<file path="config.mk">
export PLATFORM = sky130hd
export DESIGN_NAME = dmem_port_arbiter
export DESIGN_NICKNAME = d
export VERILOG_FILES = /design/src/rtl/dmem_arb_pkg.sv /design/src/rtl/dmem_arb_picker.sv /design/src/rtl/dmem_port_arbiter.sv
export SDC_FILE = /design/constraint.sdc
export NUM_CORES = 1
export LEC_CHECK = 0
export CAP_MARGIN = 20
export CORE_MARGIN = 8
export CORE_UTILIZATION = 30
export DETAILED_ROUTE_END_ITERATION = 7
export PLACE_DENSITY_LB_ADDON = 0.15
export SLEW_MARGIN = 10
export SYNTH_ARGS = -nofsm -noshare
export SYNTH_HDL_FRONTEND = slang
export SYNTH_SLANG_ARGS = --single-unit
</file>
<file path="constraint.sdc">
create_clock -name clk -period 4.45 [get_ports clk]
set_clock_uncertainty 0.1 [all_clocks]
set_input_delay 0.89 -clock clk [delete_from_list [all_inputs] [get_ports clk]]
set_output_delay 0.89 -clock clk [all_outputs]
set_load 0.01 [all_outputs]
</file>
<file path="src/rtl/dmem_arb_pkg.sv">
// Shared types and constants for the data-memory port arbiter.
// Optional feature macro: DMEM_ALIGN_CHECK_EN (see dmem_port_arbiter.sv).
package dmem_arb_pkg;

  typedef enum logic {
    S_IDLE = 1'b0,
    S_LOCK = 1'b1
  } arb_state_e;

  // Requester index: 0 = core load/store unit, 1 = loader/DMA.
  typedef logic req_idx_t;

  // Memory DMCtrl size/sign codes.
  localparam logic [2:0] CTRL_B    = 3'b000;
  localparam logic [2:0] CTRL_H    = 3'b001;
  localparam logic [2:0] CTRL_W    = 3'b010;
  localparam logic [2:0] CTRL_BU   = 3'b100;
  localparam logic [2:0] CTRL_HU   = 3'b101;
  localparam logic [2:0] CTRL_NONE = 3'b111;

  // Halfwords need an even address, words a 4-byte aligned one.
  function automatic logic is_misaligned(input logic [2:0] ctrl, input logic [1:0] addr_lo);
    logic mis;
    mis = 1'b0;
    if ((ctrl == CTRL_H || ctrl == CTRL_HU) && addr_lo[0]) mis = 1'b1;
    if (ctrl == CTRL_W && addr_lo != 2'b00)                mis = 1'b1;
    return mis;
  endfunction

endpackage

</file>
<file path="src/rtl/dmem_arb_picker.sv">
// Two-way combinational grant picker: a held lock wins outright, otherwise
// fixed priority (ARB_MODE 0) or round-robin on the last winner (ARB_MODE 1).
module dmem_arb_picker
  import dmem_arb_pkg::*;
#(
  parameter int ARB_MODE = 0
) (
  input  logic [1:0] valid,
  input  req_idx_t   rr_last,
  input  logic       locked,
  input  req_idx_t   owner,
  output logic [1:0] grant
);

  // One-hot grant; an idle lock owner still blocks the other requester.
  // NOTE: every always_comb output gets a default first so no path leaves it unassigned (no latch).
  always_comb begin
    grant = 2'b00;
    if (locked) begin
      grant[owner] = 1'b1;
    end else begin
      unique case (valid)
        2'b01:   grant = 2'b01;
        2'b10:   grant = 2'b10;
        2'b11:   grant = (ARB_MODE == 0 || rr_last) ? 2'b01 : 2'b10;
        default: grant = 2'b00;
      endcase
    end
  end

endmodule

</file>
<file path="src/rtl/dmem_port_arbiter.sv">
// Arbitrates a single-port data memory between the core LSU (0) and the
// loader/DMA (1): valid/ready requests, registered 1-cycle responses and
// lockable bursts bounded by MAX_BURST transfers and LOCK_TIMEOUT idle cycles.
// Optional feature macro: DMEM_ALIGN_CHECK_EN -- misaligned H/W accesses are
// accepted but not forwarded, and answered with rsp_err.
module dmem_port_arbiter
  import dmem_arb_pkg::*;
#(
  parameter int ARB_MODE     = 0,
  parameter int MAX_BURST    = 8,
  parameter int LOCK_TIMEOUT = 4
) (
  input  logic             clk,
  input  logic             rst_n,
  input  logic [1:0]       req_valid,
  output logic [1:0]       req_ready,
  input  logic [1:0]       req_we,
  input  logic [1:0][2:0]  req_ctrl,
  input  logic [1:0][31:0] req_addr,
  input  logic [1:0][31:0] req_wdata,
  input  logic [1:0]       req_lock,
  output logic [1:0]       rsp_valid,
  output logic [31:0]      rsp_rdata,
  output logic [1:0]       rsp_err,
  output logic             mem_we,
  output logic [2:0]       mem_ctrl,
  output logic [31:0]      mem_addr,
  output logic [31:0]      mem_wdata,
  input  logic [31:0]      mem_rdata
);

  localparam int BW = $clog2(MAX_BURST + 1);
  localparam int IW = $clog2(LOCK_TIMEOUT + 2);
  localparam logic [BW-1:0] BURST_LIMIT = BW'(MAX_BURST);
  localparam logic [IW-1:0] IDLE_LIMIT  = IW'(LOCK_TIMEOUT);

  arb_state_e    state_q, state_d;
  req_idx_t      owner_q, owner_d;
  req_idx_t      rr_last_q, rr_last_d;
  logic [BW-1:0] burst_cnt_q, burst_cnt_d;
  logic [IW-1:0] idle_cnt_q, idle_cnt_d;
  logic [1:0]    rsp_valid_q, rsp_valid_d;
  logic [31:0]   rsp_rdata_q, rsp_rdata_d;
  logic [1:0]    rsp_err_q, rsp_err_d;

  logic [1:0]    grant;
  logic          lock_active;
  req_idx_t      g;
  logic          xfer;
  logic          misal;
  logic [BW-1:0] burst_nxt;
  logic [IW-1:0] idle_nxt;

  assign lock_active = (state_q == S_LOCK);

  dmem_arb_picker #(
    .ARB_MODE(ARB_MODE)
  ) u_picker (
    .valid  (req_valid),
    .rr_last(rr_last_q),
    .locked (lock_active),
    .owner  (owner_q),
    .grant  (grant)
  );

  // Handshake and memory-side mux; nothing reaches memory while reset is held.
  always_comb begin
    g         = grant[1];
    req_ready = grant & req_valid & {2{rst_n}};
    xfer      = |req_ready;
`ifdef DMEM_ALIGN_CHECK_EN
    misal     = xfer && is_misaligned(req_ctrl[g], req_addr[g][1:0]);
`else
    misal     = 1'b0;
`endif
    mem_we    = 1'b0;
    mem_ctrl  = CTRL_NONE;
    mem_addr  = '0;
    mem_wdata = '0;
    if (xfer && !misal) begin
      mem_we    = req_we[g];
      mem_ctrl  = req_ctrl[g];
      mem_addr  = req_addr[g];
      mem_wdata = req_wdata[g];
    end
  end

  // Next-state: response capture, round-robin pointer, lock/burst/idle tracking.
  always_comb begin
    state_d     = state_q;
    owner_d     = owner_q;
    rr_last_d   = rr_last_q;
    burst_cnt_d = burst_cnt_q;
    idle_cnt_d  = idle_cnt_q;
    burst_nxt   = burst_cnt_q + BW'(1);
    idle_nxt    = idle_cnt_q + IW'(1);

    rsp_valid_d = req_ready;
    rsp_err_d   = misal ? req_ready : 2'b00;
    rsp_rdata_d = (xfer && !req_we[g] && !misal) ? mem_rdata : 32'h0;

    if (xfer) rr_last_d = g;

    unique case (state_q)
      S_IDLE: begin
        if (xfer && req_lock[g] && MAX_BURST > 1) begin
          state_d     = S_LOCK;
          owner_d     = g;
          burst_cnt_d = BW'(1);
          idle_cnt_d  = '0;
        end
      end
      S_LOCK: begin
        if (xfer) begin
          idle_cnt_d  = '0;
          burst_cnt_d = burst_nxt;
          if (!req_lock[g] || burst_nxt == BURST_LIMIT) begin
            state_d     = S_IDLE;
            burst_cnt_d = '0;
          end
        end else if (!req_valid[owner_q]) begin
          idle_cnt_d = idle_nxt;
          if (idle_nxt >= IDLE_LIMIT) begin
            state_d     = S_IDLE;
            idle_cnt_d  = '0;
            burst_cnt_d = '0;
          end
        end
      end
      default: state_d = S_IDLE;
    endcase
  end

  // State and response registers; reset drops any lock and pending response.
  // NOTE: sequential state uses non-blocking assignments so all flops update together at the edge.
  always_ff @(posedge clk or negedge rst_n) begin
    if (!rst_n) begin
      state_q     <= S_IDLE;
      owner_q     <= 1'b0;
      rr_last_q   <= 1'b1;
      burst_cnt_q <= '0;
      idle_cnt_q  <= '0;
      rsp_valid_q <= 2'b00;
      rsp_rdata_q <= 32'h0;
      rsp_err_q   <= 2'b00;
    end else begin
      state_q     <= state_d;
      owner_q     <= owner_d;
      rr_last_q   <= rr_last_d;
      burst_cnt_q <= burst_cnt_d;
      idle_cnt_q  <= idle_cnt_d;
      rsp_valid_q <= rsp_valid_d;
      rsp_rdata_q <= rsp_rdata_d;
      rsp_err_q   <= rsp_err_d;
    end
  end

  assign rsp_valid = rsp_valid_q;
  assign rsp_rdata = rsp_rdata_q;
  assign rsp_err   = rsp_err_q;

endmodule

</file>
==> summary.md, run 1 <==
| Metric | Value |
|---|---|
| Status | finished, final reports clean |
| Drt pass-1 iters | 6 |
| Routed via count | 3484 |
| Top cells by area, synth | dfrtp_1, nand2_1, a21oi_1 |
| Design area | 0.00566 mm^2 |
| Clock Pin Slew Worst Setup and Hold Paths | 0.08 ns |
| N_diodes | 0 |
| Post-synthesis xor/xnor area fraction | 1.64% |
| Synth-to-layout area growth | 112% |
| Synth Area in Adders | 1.40% |
| Mapped Cells | 368 |
| Post-CTS Hold Buffers | 0 |
| Final Util | 65.2% |
| Area after DPL | 0.00555 mm^2 |
| Mux contribution to synthesized area | 2.29% |
| Slew @ Worst Pin | 0.554 ns |
| Post-CTS sizing | 0 |
| Die Span Y | 110 um |
| FP Rows | 34 |
| Routed WL | 14100 um |
| Worst Hold Class | reg -> reg |
| Cts bufs inserted | 5 |
| Max Slew Vio Count | 0 |
| Hold slack final | 0.423 ns |
| Via density | 4.72 |
| Max-slew headroom | 62.7% |
| Final hold violation count | 0 |
| Core area | 0.00868 mm^2 |
| DRC Markers | 0 |
| CP Launch Type | input port |
| Wire length of the first global-routing pass | 20000 um |
| Reg2reg setup slack | 2.14 ns |
| Worst Setup EP | mem_addr[10] |
| Synth unique cells | 37 |
| Worst R2R Start | lock_active |
| Die width | 110 um |
| Peak Freq | 243 MHz |
| ANT nets after route | 0 |
| Register area share after synthesis | 40.3% |
| DP HPWL | 11500 um |
| Commonest non-fill, non-tap cell in the layout | clkdlybuf4s50_1 |
| Worst EP required | 3.46 ns |
| Setup TNS | 0 ns |
| Deepest clock path buffer count | 2 |
| Post-synthesis compound-gate area fraction | 16.4% |
| Ports | 280 |
| FILL cells | 747 |
| Most frequent cells in the layout | clkdlybuf4s50_1, nand2_1, a21oi_1, dfrtp_1, and3_1 |
| Simple-gate share of the synthesized area | 31.8% |
| PortBufs | 277 |
| Critical path capture point type | primary output |
| Post-CTS Setup Bufs | 0 |
| Critical R2R Capture | burst_cnt_q[0] |
| Synth Cell Area | 0.00267 mm^2 |
| Mean Syn Cell Area | 7.26 um^2 |
| Worst EP arrival | 3.13 ns |
| Min-delay src | idle_cnt_q[0] |
| Share of cells above drive strength 1 | 3.65% |
| Initial antenna violation count | 0 |
| Die area | 0.0122 mm^2 |
| Final period util | 92.6% |
| Largest family of logic cells by synthesized area | simple AND/OR/NAND/NOR gates |
| Seq cells post-synth | 43 |
| Clk sinks | 43 |
| Total GRT Usage | 21.5% |
| Top cell type by total area after synthesis | dfrtp_1 |
| Vias in the first global route | 3585 |
| Setup WS post-layout | 0.329 ns |
| Cells after DPL | 730 |
| Leak | 2.50 nW |
| Starting density of the core | 30.8% |
| Avg WL per Cell | 19.2 um |
| Power Dens Cells | 337 mW/mm^2 |
| Power Total | 1.91 mW |
| Reg2Reg Depth | 6 |
| Routability cong. | 0.870 |
| H-tree depth | 2 |
| Crit path time final | 4.12 ns |
| Congestion Overflow GR | 0 |
| Finished Layout Cells | 738 |
| Maximum vdd drop | 0.199 mV |
| Worst skew pair latency | 0.30 ns |
| Max-cap violation count | 0 |
| CTS tree | done |
| 1st-iter DRT viols | 253 |
| Yosys warns | 0 |
| Post-synth top area share | 40.3% |
| Place WS | 0.309 ns |
| Root Buffer | clkbuf_8 |
| Largest net degree at the start of global routing | 71 |
| RSZ-0062 raised after global routing | no |
| Final setup fails | 0 |
| Nets | 806 |
| Largest fanout on the critical path | 29 |
| Crit path launch | req_valid[1] |
| Crit Path Class | in -> out |
[worst min path at each step]
stage	to	slack [ns]	depth (start not counted)
after detailed placement	idle_cnt_q[0]	0.41	2
after floorplan	idle_cnt_q[0]	0.37	2
after global routing	idle_cnt_q[2]	0.49	1
after CTS	idle_cnt_q[0]	0.43	2
after global placement	idle_cnt_q[0]	0.40	2
final	idle_cnt_q[0]	0.42	2
[cell usage after synthesis]
master and number:
nand2_1 141, a21oi_1 65, dfrtp_1 43, and3_1 34, clkbuf_1 15, buf_2 7
buf_1 6, nand3_1 6, mux2i_1 5, nor2_1 4, xor2_1 4, buf_4 3
ha_1 3, inv_1 3, nand2b_1 3, o21ai_0 3, a22oi_1 2, o2bb2ai_1 2
a21bo_1 1, a21boi_1 1, a22o_1 1, a32o_1 1, and2b_1 1, buf_6 1
clkinv_1 1, conb_1 1, mux2_1 1, nor2b_1 1, nor3_1 1, o21ai_1 1
o22ai_1 1, o32ai_1 1, o41ai_1 1, or2_1 1, or4_1 1, or4_4 1
xnor2_1 1
[critical path, cell delays in order]
cell and delay, ns:
clkdlybuf4s50_1 0.58, and2b_1 0.27, a21bo_2 0.21, buf_4 0.31, nand2_1 0.09, a21oi_1 0.21
clkdlybuf4s50_1 0.57
[power by group]
| group | total, mW | internal (mW) | switching, mW |
|---|---|---|---|
| Clock | 0.305 | 0.167 | 0.137 |
| Combinational | 1.11 | 0.571 | 0.539 |
| Sequential | 0.494 | 0.445 | 0.0497 |
[metal layers]
layer / wire length, um / vias up / track usage [%]
li1: - / 1734 / -
met1: 5030 / 1598 / 23.1
met2: 7690 / 139 / 39.7
met3: 1240 / 13 / 6.98
met4: 180 / 0 / 4.85
met5: 0 / - / 0
[area by class of cell]
class	instances	area (um^2)	area share [%]
multi-input combinational	290	1460	25.7
clock inverter	3	43.8	0.774
tap	108	135	2.39
sequential	43	1080	19.0
timing repair buffer	285	2870	50.6
inverter	4	15.0	0.265
clock buffer	5	68.8	1.22
[logic make-up after synthesis]
group	Yosys count
compound gates	80
simple gates	194
other cells	1
flops	43
buf+inv	36
xor+xnor	5
fa+ha+maj	3
mux	6
[state kept, by name (all words and copies together), names as in the netlist]
| register | count |
|---|---|
| burst_cnt_q | 4 |
| idle_cnt_q | 3 |
| lock_active | 1 |
| owner_q | 1 |
| rsp_rdata | 32 |
| rsp_valid | 2 |
(Power assumes the default switching activity.)
==> run 2: changes to the inputs <==
CTS_CLUSTER_SIZE = 24   (was not set)
==> results of run 2 <==
No change in the layout: final DEF, timing and power equal those of run 1.
